===== src/rtl/debouncer.sv =====
// rtl/debouncer.sv - two-flop synchroniser plus stability counter for a bouncy button input
// out follows the synchronised level only after STABLE_CYCLES consecutive differing cycles.
module debouncer #(
    parameter int STABLE_CYCLES = 500000,
    parameter int CNT_WIDTH     = 20
) (
    input  logic clk,
    input  logic reset,
    input  logic signal,
    output logic out
);

    localparam logic [CNT_WIDTH-1:0] LP_CNT_LAST = CNT_WIDTH'(STABLE_CYCLES - 1);

    logic                 r_s1;
    logic                 r_s2;
    logic [CNT_WIDTH-1:0] r_cnt;
    logic                 w_differs;
    logic                 w_cnt_done;

    assign w_differs  = (r_s2 != out);
    assign w_cnt_done = (r_cnt == LP_CNT_LAST);

    always_ff @(posedge clk or negedge reset) begin
        if (!reset) begin
            r_s1 <= 1'b0;
            r_s2 <= 1'b0;
        end else begin
            r_s1 <= signal;
            r_s2 <= r_s1;
        end
    end

    // Any cycle where s2 matches out clears the count, so glitches never accumulate.
    always_ff @(posedge clk or negedge reset) begin
        if (!reset) begin
            r_cnt <= '0;
            out   <= 1'b0;
        end else if (!w_differs) begin
            r_cnt <= '0;
        end else if (w_cnt_done) begin
            out   <= r_s2;
            r_cnt <= '0;
        end else begin
            r_cnt <= r_cnt + CNT_WIDTH'(1);
        end
    end

endmodule


===== config.mk =====
export PLATFORM = sky130hd
export DESIGN_NAME = debouncer
export DESIGN_NICKNAME = d
export VERILOG_FILES = /design/src/rtl/debouncer.sv
export SDC_FILE = /design/constraint.sdc
export NUM_CORES = 1
export LEC_CHECK = 0
export ABC_AREA = 1
export BUFFER_PORTS_ARGS = -buffer_cell sky130_fd_sc_hd__buf_2
export CORE_AREA = 2 2 57 59
export CTS_CLUSTER_DIAMETER = 100
export DETAILED_ROUTE_END_ITERATION = 8
export DIE_AREA = 0 0 59 61
export PLACE_DENSITY = 0.62
export SYNTH_ARGS = -nofsm -noshare
export SYNTH_HDL_FRONTEND = slang
export SYNTH_SLANG_ARGS = --single-unit

===== constraint.sdc =====
create_clock -name clk -period 3.39 [get_ports clk]
set_input_delay 0.678 -clock clk [delete_from_list [all_inputs] [get_ports clk]]
set_output_delay 0.678 -clock clk [all_outputs]
set_load 0.03 [all_outputs]

-- Yosys cells after proc, flatten, opt, wreduce, memory -nomap -nowiden
Cells that the tools add are included.
- register bits: 23
- input bits: 3
- output and inout bits: 1
- logic and storage cells: 10
- add/sub/neg operators: 1
- eq/ne operators: 2
- multiplexer cells: 2
- reduce and logical (&&, ||, !) cells: 1
- operators by type and width (operator ; count):
    $mux W20 ; 2
    $add A20 B1 Y20 const B ; 1
    $eq A20 B19 Y1 const B ; 1
    $reduce_and A2 Y1 ; 1
    $ne A1 B1 Y1 ; 1

-- Longest topological paths before layout
Gate-level depths: netlist of run 1.
- word-level depth: 3
- mapped depth: 9

-- Least setup slack after synthesis of run 1
OpenSTA, ideal clock, no wires.
- path type: reg-to-reg
- start: register r_cnt[0]
- end: register r_cnt[18]
- setup time: 0.120 ns
- data arrival time: 1.179 ns
- data required time: 3.270 ns
- setup slack: 2.091 ns
- cell stages (with the launch flop): 9
- period minus slack after synthesis: 1.299 ns
- cells stage by stage: dfrtp_1 -> ha_1 -> nand2_2 -> nor2_1 -> nand2_4 -> nor2_4 -> nand3_1 -> nand2_1 -> nor2_2
- longest elaborated chain between the ends: 3
- elaborated cells on any way between the ends: 4
- classes of those cells: add/sub (1); eq/ne (1); mux (2)
- RTL lines (what ; line ; text):
    start: declaration ; 17 ; logic [CNT_WIDTH-1:0] r_cnt;
    start signal: assignment ; 45 ; r_cnt <= r_cnt + CNT_WIDTH'(1);
    $add A20 B1 Y20 / $eq A20 B19 Y1 (equally long branches) ; 45, 22 ;
    $mux W20 * ; 41 ; end else if (w_cnt_done) begin
    $mux W20 * ; 39 ; end else if (!w_differs) begin
Every way passes the cells marked *; elsewhere a longest branch is shown, timed or not.
A chain may end at the register's enable or synchronous reset.

-- Worst setup path in the final report of run 1
- start: register out
- end: output out
- RTL lines (what ; line ; text):
    start: declaration ; 10 ; output logic out
    start signal: assignment ; 42 ; out <= r_s2;
No word-level cell between the ends.

==> results of run 1 <==
layout make-up:
| type | count | share of cell area |
|---|---|---|
| repair buffers | 3 | 0.01088 |
| flip-flops and latches | 23 | 0.4170 |
| well taps | 33 | 0.02992 |
| multi-input cells | 130 | 0.4850 |
| inverters | 14 | 0.03808 |
| clock buffers | 4 | 0.01904 |
final timing paths:
check / startpoint / end / slack (ns) / depth (start not counted)
setup / recovery: out / out / 1.78 / 1
hold / removal: reset / r_cnt[16] / 0.31 / 1
setup reg to reg: r_cnt[0] / r_cnt[18] / 1.88 / 8
hold reg to reg: r_s1 / r_s2 / 0.37 / 0
max in group asynchronous: reset / r_cnt[2] / 2.72 / 1
min in group clk: r_s1 / r_s2 / 0.37 / 0
cells in the final DEF, fill, tap and decap left out, types with 2 or more instances in the layout:
cell type | netlist | final
and2_1 | 2 | 2
nand2_2 | 3 | 3
inv_1 | 14 | 14
nand2_1 | 35 | 35
dfrtp_1 | 23 | 23
nor2_2 | 2 | 2
a21oi_1 | 3 | 3
xnor2_1 | 5 | 5
nor2_1 | 44 | 44
o21ai_0 | 2 | 2
buf_2 | 1 | 3
nand3_1 | 14 | 14
nor2_4 | 6 | 6
clkbuf_4 | 0 | 3
xor2_1 | 6 | 6
nand2_4 | 2 | 2
metrics by stage:
stage                     hold slack, ns  setup WS [ns]  cells  instance area [um2]
after global routing              0.3396          1.693    207                 1380
after detailed placement          0.3410          1.889    203                 1354
after CTS                         0.3249          1.767    207                 1380
after global placement            0.3461          1.935    203                 1354
final                             0.3107          1.780    207                 1380
after floorplan                   0.3312          2.091    168                 1303
kinds of logic after synthesis:
| group | count (synthesis) |
|---|---|
| xor+xnor | 11 |
| flops | 23 |
| simple gates | 112 |
| fa+ha+maj | 1 |
| buf+inv | 15 |
| compound gates | 6 |
report_power, final:
| group | internal [uW] | switching (uW) |
|---|---|---|
| sequential | 278 | 2.94 |
| combinational | 4.67 | 14.5 |
| clock | 46.1 | 81.3 |
flip-flops by register name, indices dropped and copies added, names as in the netlist:
register,flops
r_s1,1
r_cnt,20
out,1
r_s2,1
metal layers:
metal | vias to the layer above | GRT usage | part of all wire
met5 | - | 0 | 0
met4 | 0 | 0.09740 | 0.033
met3 | 9 | 0.02772 | 0.039
met1 | 476 | 0.2176 | 0.47
met2 | 27 | 0.2825 | 0.46
li1 | 531 | - | -
==> summary.md, run 1 <==
| Metric | Value |
|---|---|
| Crit end category | output port |
| Largest net degree at the start of global routing | 24 |
| Worst path top cell family by delay | flip-flops |
| Layout Skew | 0.01283 ns |
| First-pass GRT wire length | 4512 um |
| Warnings, synthesis | 0 |
| Iter 0 DRT Violations | 18 |
| Starting density of the core | 0.4411 |
| Core Region | approximately 3000 um2 |
| PostCTS Resize Cnt | 0 |
| EDFF count, synth | 0 |
| Sink Count | 23 |
| Minimum clock period | 1.610 ns |
| Crit-path slowest cell | dfrtp_1 |
| Power Dens Cells | about 310 nW/um2 |
| Site Rows | 20 |
| Largest area contributor in the netlist | dfrtp_1 |
| Layout area overhead | 5.956% |
| Antenna diodes | 0 |
| CTS tree | yes |
| # nets final | between 150 and 200 |
| CP cell instances | buf_2 |
| Synth Area in Compound Gates | 0.02305 |
| Register area share after synthesis | 0.4419 |
| Clk slew on worst S/H paths | about 0.13 ns |
| Most frequent cell after synthesis | nor2_1 |
| Area contributors post-synth | dfrtp_1 44%, nor2_1 13%, nand2_1 10%, nand3_1 5.4%, nor2_4 5.2% |
| Simple-gate portion of the synthesized area | 0.4073 |
| F_max | 621.2 MHz |
| Multi-input gate area | 669.4 um2 |
| Crit Path Max Fanout | 3 |
| Filler cell count | 304 |
| HP Class | in -> async |
| CP Data Arrival Time | approximately 0.93 ns |
| GRT Total Usage | 0.1725 |
| Relative slew slack | 0.6570 |
| Pwr Total | about 430 uW |
| Fraction of layout cells with a size suffix above 1 | 0.1149 |
| FFs w/ async S/R, synth | 1.000 |
| WP data required | approximately 2.7 ns |
| Die Ht | 61 um |
| Mapped Nets | between 150 and 200 |
| TritonCTS buffer count | 3 |
| Routed Wire Length | 2549 um |
| CP peak stage delay | 0.40 ns |
| Pre-Repair DR Iteration Count | 4 |
| Total area of sequential cells | 575.6 um2 |
| Slew @ Worst Pin | ~0.51 ns |
| Fin crit share | 0.4749 |
| Aggregate global routing overflow | 0 |
| Routed Antenna Nets | 0 |
| Vias in the first global route | 1,027 |
| Syn_area_per_cell | a little under 8 um2 |
| Wire per inst | 12.31 um |
| VDD IR max | 0.1981 mV |
| Post-synthesis xor/xnor area fraction | 0.07397 |
| Critical path buffers and inverters | 1 |
| Crit Path Category | reg -> out |
| Initial antenna violation count | 0 |
| Final HPWL DP | 1996 um |
| Worst-Skew Late Latency | 0.32 ns |
| RSZ-0062 raised after global routing | no |
| Outcome | complete, no violations |
| Synth Instances | ~170 |
| Slew Limit Fails | 0 |
| Port bufs | 3 |
| Main combinational cell family by area after synthesis | simple AND/OR/NAND/NOR gates |
| Residual DRC | 0 |
| Max Cap Viol | 0 |
| Pleak | slightly below 0.0006 uW |
| Yosys reg bits | 23 |
| Hold_buf cts | 0 |
| Routability cong. | 0.8496 |
| Io pins | 4 |
| Longest Clk Path Bufs | 2 |
| Post-synthesis adder-cell area fraction | 0.009606 |
| Root buffer cell | clkbuf_4 |
| Synth cell types | 21 |
| Share of the synthesized area in the top cell type | 0.4419 |
| Post-DR vias/cell | 5.039 |
| H-tree depth | 1 |
| Setup TNS | 0 ns |
| Chip Width | 59 um |
| Mux cell area share after synthesis | 0 |
| Synth cell count leaders | 44 x nor2_1, 35 x nand2_1, 23 x dfrtp_1, 14 x inv_1, 14 x nand3_1 |
| Post-CTS Setup Bufs | 0 |
| Vias after detailed routing | between 1,000 and 1,500 |
| Most used DFF post-synth | dfrtp_1 |
| Die area | ~3600 um2 |
| Startpoint Class | flip-flop |
| Cell Area, Synth | 1302 um2 |
| Count of final setup violators | 0 |
| Fin. Hold Viols | 0 |
| Final Util | 0.4674 |
Note: power is estimated with default switching activity, not from simulation.
==> run 2: changes to the inputs <==
==> config.mk (replaced) <==
export PLATFORM = sky130hd
export DESIGN_NAME = debouncer
export DESIGN_NICKNAME = d
export VERILOG_FILES = /design/src/rtl/debouncer.sv
export SDC_FILE = /design/constraint.sdc
export NUM_CORES = 1
export LEC_CHECK = 0
export ABC_AREA = 0
export BUFFER_PORTS_ARGS = -buffer_cell sky130_fd_sc_hd__buf_2
export CORE_AREA = 2 2 54 56
export CTS_CLUSTER_DIAMETER = 100
export DETAILED_ROUTE_END_ITERATION = 8
export DIE_AREA = 0 0 56 58
export PLACE_DENSITY = 0.61
export SYNTH_ARGS = -nofsm -noshare
export SYNTH_HDL_FRONTEND = slang
export SYNTH_SLANG_ARGS = --single-unit
==> constraint.sdc (replaced) <==
create_clock -name clk -period 1.5 [get_ports clk]
set_input_delay 0.3 -clock clk [delete_from_list [all_inputs] [get_ports clk]]
set_output_delay 0.3 -clock clk [all_outputs]
set_load 0.03 [all_outputs]
==> run 2 against run 1 <==
  * The flow now finishes with violations (negative setup slack)
  * Core utilization increased by 13 points
  * Synthesized area is 12% lower
  * Synthesized cell count fell by 35%
  * Die area fell by 9.8%
  * Clock power increased by 130%
  * Routed wire length grew 0.71%
  * Worst setup slack worse by 1.8 ns
  * Design area up 15%
  * Sequential power grew 130%
  * Cell count decreased by 14%
  * Critical path depth rose by 3
  * Flip-flop and latch count is the same
  * Critical endpoint is now out
==> summary.md, run 2 <==
| Metric | Value |
|---|---|
| WP data required | 1.72 ns (was 2.71 ns) |
| Pre-CTS setup slack | -0.08288 ns (was 1.889 ns) |
| VDD IR max | 0.6375 mV (was 0.1981 mV) |
| Yosys reg bits | 23 (unchanged) |
| CTS tree | yes (unchanged) |
| H-tree depth | 1 (unchanged) |
| F_max | 643.9 MHz |
| Layout Skew | 0.01175 ns (was 0.01283 ns) |
| Failing checks | negative setup slack |
| Die Ht | 58 um (was 61 um) |
| Aggregate global routing overflow | 0 (unchanged) |
| Crit Reg-Reg Endpoint | out (was r_cnt[18]) |
| Switching Power | 236.8 uW (was 98.79 uW) |
| Register area share after synthesis | 0.5044 (was 0.4419) |
| Fin crit share | 1.035 |
| Crit Path Max Fanout | 3 (unchanged) |
| Sw frac | 0.2375 (was 0.2309) |
| Pre-Repair DR Iteration Count | 4 (unchanged) |
| R2R setup slack | -0.05 ns (was 1.88 ns) |
| Max reg flops | 20 (unchanged) |
| Synth cell count leaders | 23 x dfrtp_1, 19 x nor2_1, 10 x xnor2_1, 7 x nand3_1 (was 44 x nor2_1, 35 x nand2_1, 23 x dfrtp_1, 14 x inv_1, 14 x nand3_1) |
| Antenna diodes | 0 (unchanged) |
| Most frequent cell after synthesis | dfrtp_1 (was nor2_1) |
| Minimum clock period | 1.553 ns |
| HP Class | in -> reg (was in -> async) |
| Routed Antenna Nets | 0 (unchanged) |
| Synth cell types | 29 (was 21) |
| Main combinational cell family by area after synthesis | simple AND/OR/NAND/NOR gates (unchanged) |
| Largest area contributor in the netlist | dfrtp_1 (unchanged) |
| Power Dens Cells | 628.9 nW/um2 (was 310.0 nW/um2) |
| CP Data Arrival Time | 1.77 ns (was 0.93 ns) |
| Iter 0 DRT Violations | 37 (was 18) |
| Outcome | complete, but fails checks (was complete, no violations) |
| Starting density of the core | 0.4286 (was 0.4411) |
| Commonest non-fill, non-tap cell in the layout | buf_4 (was nor2_1) |
| # nets final | 152 (was 179) |
| Clock Power Share | 0.290 (was 0.298) |
| Top reg by flops | r_cnt (unchanged) |
| CP peak stage delay | 0.46 ns (was 0.40 ns) |
| Worst setup margin | -0.05313 ns (was 1.780 ns) |
| Root buffer cell | clkbuf_4 (unchanged) |
| Vias in the first global route | 1,041 (was 1,027) |
| Synth Area in Compound Gates | 0.04715 (was 0.02305) |
| RR Startpoint | r_cnt[10] (was r_cnt[0]) |
| Largest net degree at the start of global routing | 24 (unchanged) |
| CP startpoint | r_cnt[10] (was out) |
| Chip Width | 56 um (was 59 um) |
| Mapped Nets | 113 (was 172) |
| Worst path top cell family by delay | simple AND/OR/NAND/NOR gates (was flip-flops) |
| Post-DR vias/cell | 5.197 (was 5.039) |
| Post-synthesis adder-cell area fraction | 0.01096 (was 0.009606) |
| Max Cap Viol | 0 (unchanged) |
| Core Region | 2663 um2 (was 2953 um2) |
| CP cell instances | nor4_1 -> nand3b_1 -> nor2_2 -> mux2_4 (was buf_2) |
| Commonest cells after routing, fill and taps aside | 30 x buf_4, 20 x dfrtp_1, 16 x nor2_1 (was 44 x nor2_1, 35 x nand2_1, 23 x dfrtp_1) |
| Pleak | 0.0006729 uW (was 0.0005765 uW) |
| Longest Clk Path Bufs | 2 (unchanged) |
| Crit-path slowest cell | dfrtp_1 (unchanged) |
| Comb pwr share | 0.067 (was 0.045) |
| Count of final setup violators | 16 (was 0) |
| Vias after detailed routing | 925 (was 1,043) |
| Critical Path Sink | out (unchanged) |
| Routed Wire Length | 2567 um (was 2549 um) |
| Crit end category | flip-flop (was output port) |
| Initial antenna violation count | 0 (unchanged) |
| Syn_area_per_cell | 10.47 um2 (was 7.753 um2) |
| Worst-Skew Late Latency | 0.31 ns (was 0.32 ns) |
| Clk slew on worst S/H paths | 0.14 ns (was 0.13 ns) |
| Residual DRC | 0 (unchanged) |
| Startpoint Class | flip-flop (unchanged) |
| Port bufs | 3 (unchanged) |
| Die area | 3248 um2 (was 3599 um2) |
| Fraction of layout cells with a size suffix above 1 | 0.4150 (was 0.1149) |
| Relative slew slack | 0.6517 (was 0.6570) |
| Design internal power | 760.2 uW (was 329.0 uW) |
| EDFF count, synth | 0 (unchanged) |
| Crit Path Category | reg -> reg (was reg -> out) |
| Slew @ Worst Pin | 0.5224 ns (was 0.5145 ns) |
| Cell Area, Synth | 1141 um2 (was 1302 um2) |
| Synth Instances | 109 (was 168) |
| Routability cong. | 0.7973 (was 0.8496) |
| RSZ-0062 raised after global routing | yes (was no) |
| Site Rows | 19 (was 20) |
| TritonCTS buffer count | 3 (unchanged) |
| Hold_ws | 0.08257 ns (was 0.3107 ns) |
| Seq pwr share | 0.643 (was 0.657) |
| Share of the synthesized area in the top cell type | 0.5044 (was 0.4419) |
| Simple-gate portion of the synthesized area | 0.2818 (was 0.4073) |
| Post-synthesis xor/xnor area fraction | 0.1151 (was 0.07397) |
| Layout area overhead | 38.93% (was 5.956%) |
| Final HPWL DP | 1863 um (was 1996 um) |
| Mux cell area share after synthesis | 0.01864 (was 0) |
| Critical path buffers and inverters | 0 (was 1) |
| Slew Limit Fails | 0 (unchanged) |
| Area contributors post-synth | dfrtp_1 50%, xnor2_1 7.7%, nor2_1 6.3%, xor2_1 3.8%, nand3_1 3.1% (was dfrtp_1 44%, nor2_1 13%, nand2_1 10%, nand3_1 5.4%, nor2_4 5.2%) |
| Most used DFF post-synth | dfrtp_1 (unchanged) |
| First-pass GRT wire length | 4574 um (was 4512 um) |
| Io pins | 4 (unchanged) |
| FFs w/ async S/R, synth | 1.000 (unchanged) |
| Reg2Reg Depth | 4 (was 8) |
| Wire per inst | 14.42 um (was 12.31 um) |
| Fin. Hold Viols | 0 (unchanged) |
| WP depth | 4 (was 1) |
| Sink Count | 23 (unchanged) |
| GRT Total Usage | 0.1792 (was 0.1725) |
| Warnings, synthesis | 0 (unchanged) |
## run 2: cell families (layout without fill, tap and decap cells)
family / after synthesis / count (layout)
xor+xnor: 15 / 15
simple gates: 54 / 54
compound gates: 8 / 8
buf+inv: 6 / 44
flops: 23 / 23
mux: 2 / 2
fa+ha+maj: 1 / 1
## run 2: worst register-to-register path, cell delays in order, from the launching register on
cell and delay (ns):
dfrtp_1 0.46, nor4_1 0.32, nand3b_1 0.20, nor2_2 0.17, mux2_4 0.31
## run 2: repair_timing
item | in CTS | in global routing
setup endpoints to repair | 15 | 19
endpoints found under the hold margin | 23 | 0
gates resized for setup | 6 | 10
setup buffers | 2 | 1
hold buffers | 1 | 0
pin swaps | 2 | 5
## run 2: per-layer routing
| metal | up-vias | track usage | routed length, um |
|---|---|---|---|
| met4 | 0 | 0.08503 | 18 |
| met1 | 453 | 0.2350 | 1237 |
| met3 | 2 | 0.02009 | 42 |
| met2 | 6 | 0.2992 | 1269 |
| li1 | 464 | - | - |
| met5 | - | 0 | 0 |
## run 2: layout make-up
cell class / count / area [um2]
Inverter: 4 / 15.01
Tap cell: 31 / 38.79
Clock inverter: 1 / 5.005
Clock buffer: 3 / 22.52
Multi-Input combinational cell: 80 / 643.1
Fill cell: 226 / 1077
Sequential cell: 23 / 579.3
Timing Repair Buffer: 36 / 281.5
## run 2: worst min path at each step
stage | startpoint | end | cells after the start
floorplan | reset | out | 0
detailed placement | reset | r_cnt[13] | 1
global route | signal | r_s1 | 1
finish | signal | r_s1 | 1
global placement | reset | r_cnt[14] | 1
CTS | signal | r_s1 | 1
## run 2: power by group through the flow
stage	combinational [uW]	clock, uW	sequential, uW
floorplan	25.0	0	651
global placement	59.7	0	652
detailed placement	61.4	0	653
CTS	63.7	307	641
global route	75.6	328	643
finish	66.3	289	641
## run 2: metrics by stage
| step | setup TNS (ns) | instance area [um2] | instances | utilization | power [uW] |
|---|---|---|---|---|---|
| final | -0.3173 | 1585 | 178 | 0.5954 | 997.0 |
| after global routing | -1.928 | 1585 | 178 | 0.5954 | 1046 |
| after CTS | -0.08957 | 1530 | 177 | 0.5747 | 1012 |
| after detailed placement | -0.2870 | 1451 | 170 | 0.5451 | 714.1 |
| after global placement | -0.1946 | 1451 | 170 | 0.5451 | 711.6 |
| after floorplan | -0.01121 | 1180 | 109 | - | 676.5 |
==> run 3: changes to the inputs <==
--- a/config.mk
+++ b/config.mk
@@ -12,6 +12,7 @@
 export DETAILED_ROUTE_END_ITERATION = 8
 export DIE_AREA = 0 0 56 58
 export PLACE_DENSITY = 0.61
+export REMOVE_ABC_BUFFERS = 1
 export SYNTH_ARGS = -nofsm -noshare
 export SYNTH_HDL_FRONTEND = slang
 export SYNTH_SLANG_ARGS = --single-unit
==> run 3 against run 2 <==
  * The run still ends with negative setup slack left
  * Sequential power about the same
  * Die area unchanged
  * Via count increased by 3.4%
  * Clock power increased by 4%
  * Design area increased by 3.6%
  * Total power increased by 1.9%
  * Global-route usage decreased by 0.33 points
  * Clock skew decreased by 0.0021 ns
  * Non-clock buffer count increased by 1
  * Flip-flop and latch count unchanged
  * Critical path type unchanged
  * Largest power group unchanged
==> summary.md, run 3 (synthesis results as in run 2) <==
| Metric | Value |
|---|---|
| Outcome | complete, but fails checks (unchanged) |
| Failing checks | negative setup slack (unchanged) |
| Aggregate global routing overflow | 0 (unchanged) |
| Fraction of layout cells with a size suffix above 1 | 0.4595 (was 0.4150) |
| Fin crit share | 1.030 (was 1.035) |
| First-pass GRT wire length | 4340 um (was 4574 um) |
| Relative slew slack | 0.6654 (was 0.6517) |
| HP Class | in -> reg (unchanged) |
| GRT Total Usage | 0.1760 (was 0.1792) |
| Vias after detailed routing | 956 (was 925) |
| Sink Count | 23 (unchanged) |
| Chip Width | 56 um (unchanged) |
| Io pins | 4 (unchanged) |
| Final HPWL DP | 1733 um (was 1863 um) |
| Site Rows | 19 (unchanged) |
| RR Startpoint | r_cnt[0] (was r_cnt[10]) |
| Crit end category | flip-flop (unchanged) |
| Critical hold path startpoint | signal (unchanged) |
| Commonest non-fill, non-tap cell in the layout | buf_4 (unchanged) |
| Longest Clk Path Bufs | 2 (unchanged) |
| Placed Cells | 167 (was 170) |
| Vias in the first global route | 963 (was 1,041) |
| Root buffer cell | clkbuf_4 (unchanged) |
| Core Region | 2663 um2 (unchanged) |
| Crit Path Max Fanout | 4 (was 3) |
| Commonest cells after routing, fill and taps aside | 30 x buf_4, 18 x dfrtp_1, 13 x nor2_1 (was 30 x buf_4, 20 x dfrtp_1, 16 x nor2_1) |
| CP startpoint | r_cnt[0] (was r_cnt[10]) |
| Residual DRC | 0 (unchanged) |
| Reg2Reg Depth | 5 (was 4) |
| RSZ-0062 raised after global routing | yes (unchanged) |
| Post-DR vias/cell | 5.341 (was 5.197) |
| CTS tree | yes (unchanged) |
| Power Dens Cells | 618.3 nW/um2 (was 628.9 nW/um2) |
| Routed Wire Length | 2593 um (was 2567 um) |
| Antenna diodes | 0 (unchanged) |
| Pleak | 0.0007012 uW (was 0.0006729 uW) |
| R2R setup slack | -0.05 ns (about the same) |
| Largest net degree at the start of global routing | 24 (unchanged) |
| Layout Skew | 0.009608 ns (was 0.01175 ns) |
| Setup TNS | -0.1177 ns (was -0.3173 ns) |
| Die area | 3248 um2 (unchanged) |
| Slew Limit Fails | 0 (unchanged) |
| Critical Path Sink | out (unchanged) |
| Final Util | 0.6170 (was 0.5954) |
| Initial antenna violation count | 0 (unchanged) |
| Fin. Hold Viols | 0 (unchanged) |
| Crit Reg-Reg Endpoint | out (unchanged) |
| Multi-input gate area | 683.2 um2 (was 643.1 um2) |
| Max Cap Viol | 0 (unchanged) |
| Minimum clock period | 1.546 ns (was 1.553 ns) |
| Non-filler instance count after layout | 179 (was 178) |
| Crit Path Category | reg -> reg (unchanged) |
| F_max | 647.0 MHz (was 643.9 MHz) |
| Routability cong. | 0.8250 (was 0.7973) |
| Starting density of the core | 0.4286 (unchanged) |
| Clk slew on worst S/H paths | 0.14 ns (about the same) |
| Worst setup margin | -0.04569 ns (was -0.05313 ns) |
| Routed Antenna Nets | 0 (unchanged) |
| Worst-Skew Late Latency | 0.32 ns (was 0.31 ns) |
| H-tree depth | 1 (unchanged) |
| Layout area overhead | 43.97% (was 38.93%) |
| Filler cell count | 234 (was 226) |
| Total area of sequential cells | 581.8 um2 (was 579.3 um2) |
| Die Ht | 58 um (unchanged) |
| Port bufs | 3 (unchanged) |
| Slew @ Worst Pin | 0.5019 ns (was 0.5224 ns) |
| Max reg flops | 20 (unchanged) |
| Count of final setup violators | 4 (was 16) |
| # nets final | 153 (was 152) |
| Wire per inst | 14.49 um (was 14.42 um) |
| TritonCTS buffer count | 3 (unchanged) |
| CP Data Arrival Time | 1.77 ns (about the same) |
| Pre-Repair DR Iteration Count | 4 (unchanged) |
| Startpoint Class | flip-flop (unchanged) |
| Iter 0 DRT Violations | 18 (was 37) |
| Top reg by flops | r_cnt (unchanged) |
| WP data required | 1.73 ns (was 1.72 ns) |
| VDD IR max | 0.6534 mV (was 0.6375 mV) |
## run 3: cell types whose count changed in the layout (fill, tap and decap cells not counted), moves of 2 or more
cell	previous run	this run
dfrtp_1	20	18
dfrtp_2	3	5
nor2_1	16	13
nor2_2	1	3
nor4_4	1	3
## run 3: where the power goes
part	switching (uW)	total [uW]	internal [uW]	leakage, uW
registers	9.43	639	629	0.000306
clock network	201	301	99.9	0.0000177
logic	40.5	76.1	35.6	0.000378
## run 3: final cells by class
cell class                      instances  share of cell area
Inverter                                4            0.009139
Tap cell                               31             0.02361
Multi-Input combinational cell         80              0.4158
Timing Repair Buffer                   37              0.1805
Clock buffer                            3             0.01371
Sequential cell                        23              0.3541
Clock inverter                          1            0.003046
## run 3: timing repair
item,4_1_cts,5_1_grt
hold buffers,1,0
cloned,0,0
hold endpoints to repair,23,0
setup buffers,6,1
pin swaps,9,5
gates resized for setup,16,19
setup endpoints to repair,19,19
## run 3: critical path, stage by stage (launching register included)
cell	delay, ns
dfrtp_1	0.42
ha_4	0.16
nand4_4	0.10
nand3b_1	0.27
nor2_2	0.19
mux2_4	0.31
## run 3: stage by stage
step,total power (uW),setup WS (ns),hold slack [ns],cell area (um2)
3_3_place_gp,707.0,-0.1073,0.2988,1393
6_report,1016,-0.04569,0.06772,1643
3_5_place_dp,708.8,-0.1047,0.3026,1393
5_1_grt,1063,-0.09262,0.04582,1643
4_1_cts,1008,-0.01290,0.06996,1540
2_1_floorplan,667.3,-0.1595,0.004409,1131
## run 3: routing by layer
metal | part of all wire | wire length [um] | up-vias | track usage
met1 | 0.41 | 1067 | 473 | 0.2080
met5 | 0 | 0 | - | 0
li1 | - | - | 466 | -
met4 | 0.025 | 64 | 0 | 0.08163
met3 | 0.020 | 53 | 7 | 0.02902
met2 | 0.54 | 1407 | 10 | 0.3143
## run 3: worst min path at each step
| stage | end | slack (ns) | depth (start not counted) |
|---|---|---|---|
| floorplan | out | 0.004 | 0 |
| global placement | r_cnt[6] | 0.30 | 1 |
| detailed placement | r_cnt[5] | 0.30 | 1 |
| CTS | r_s1 | 0.07 | 1 |
| global route | r_s1 | 0.05 | 1 |
| finish | r_s1 | 0.07 | 1 |
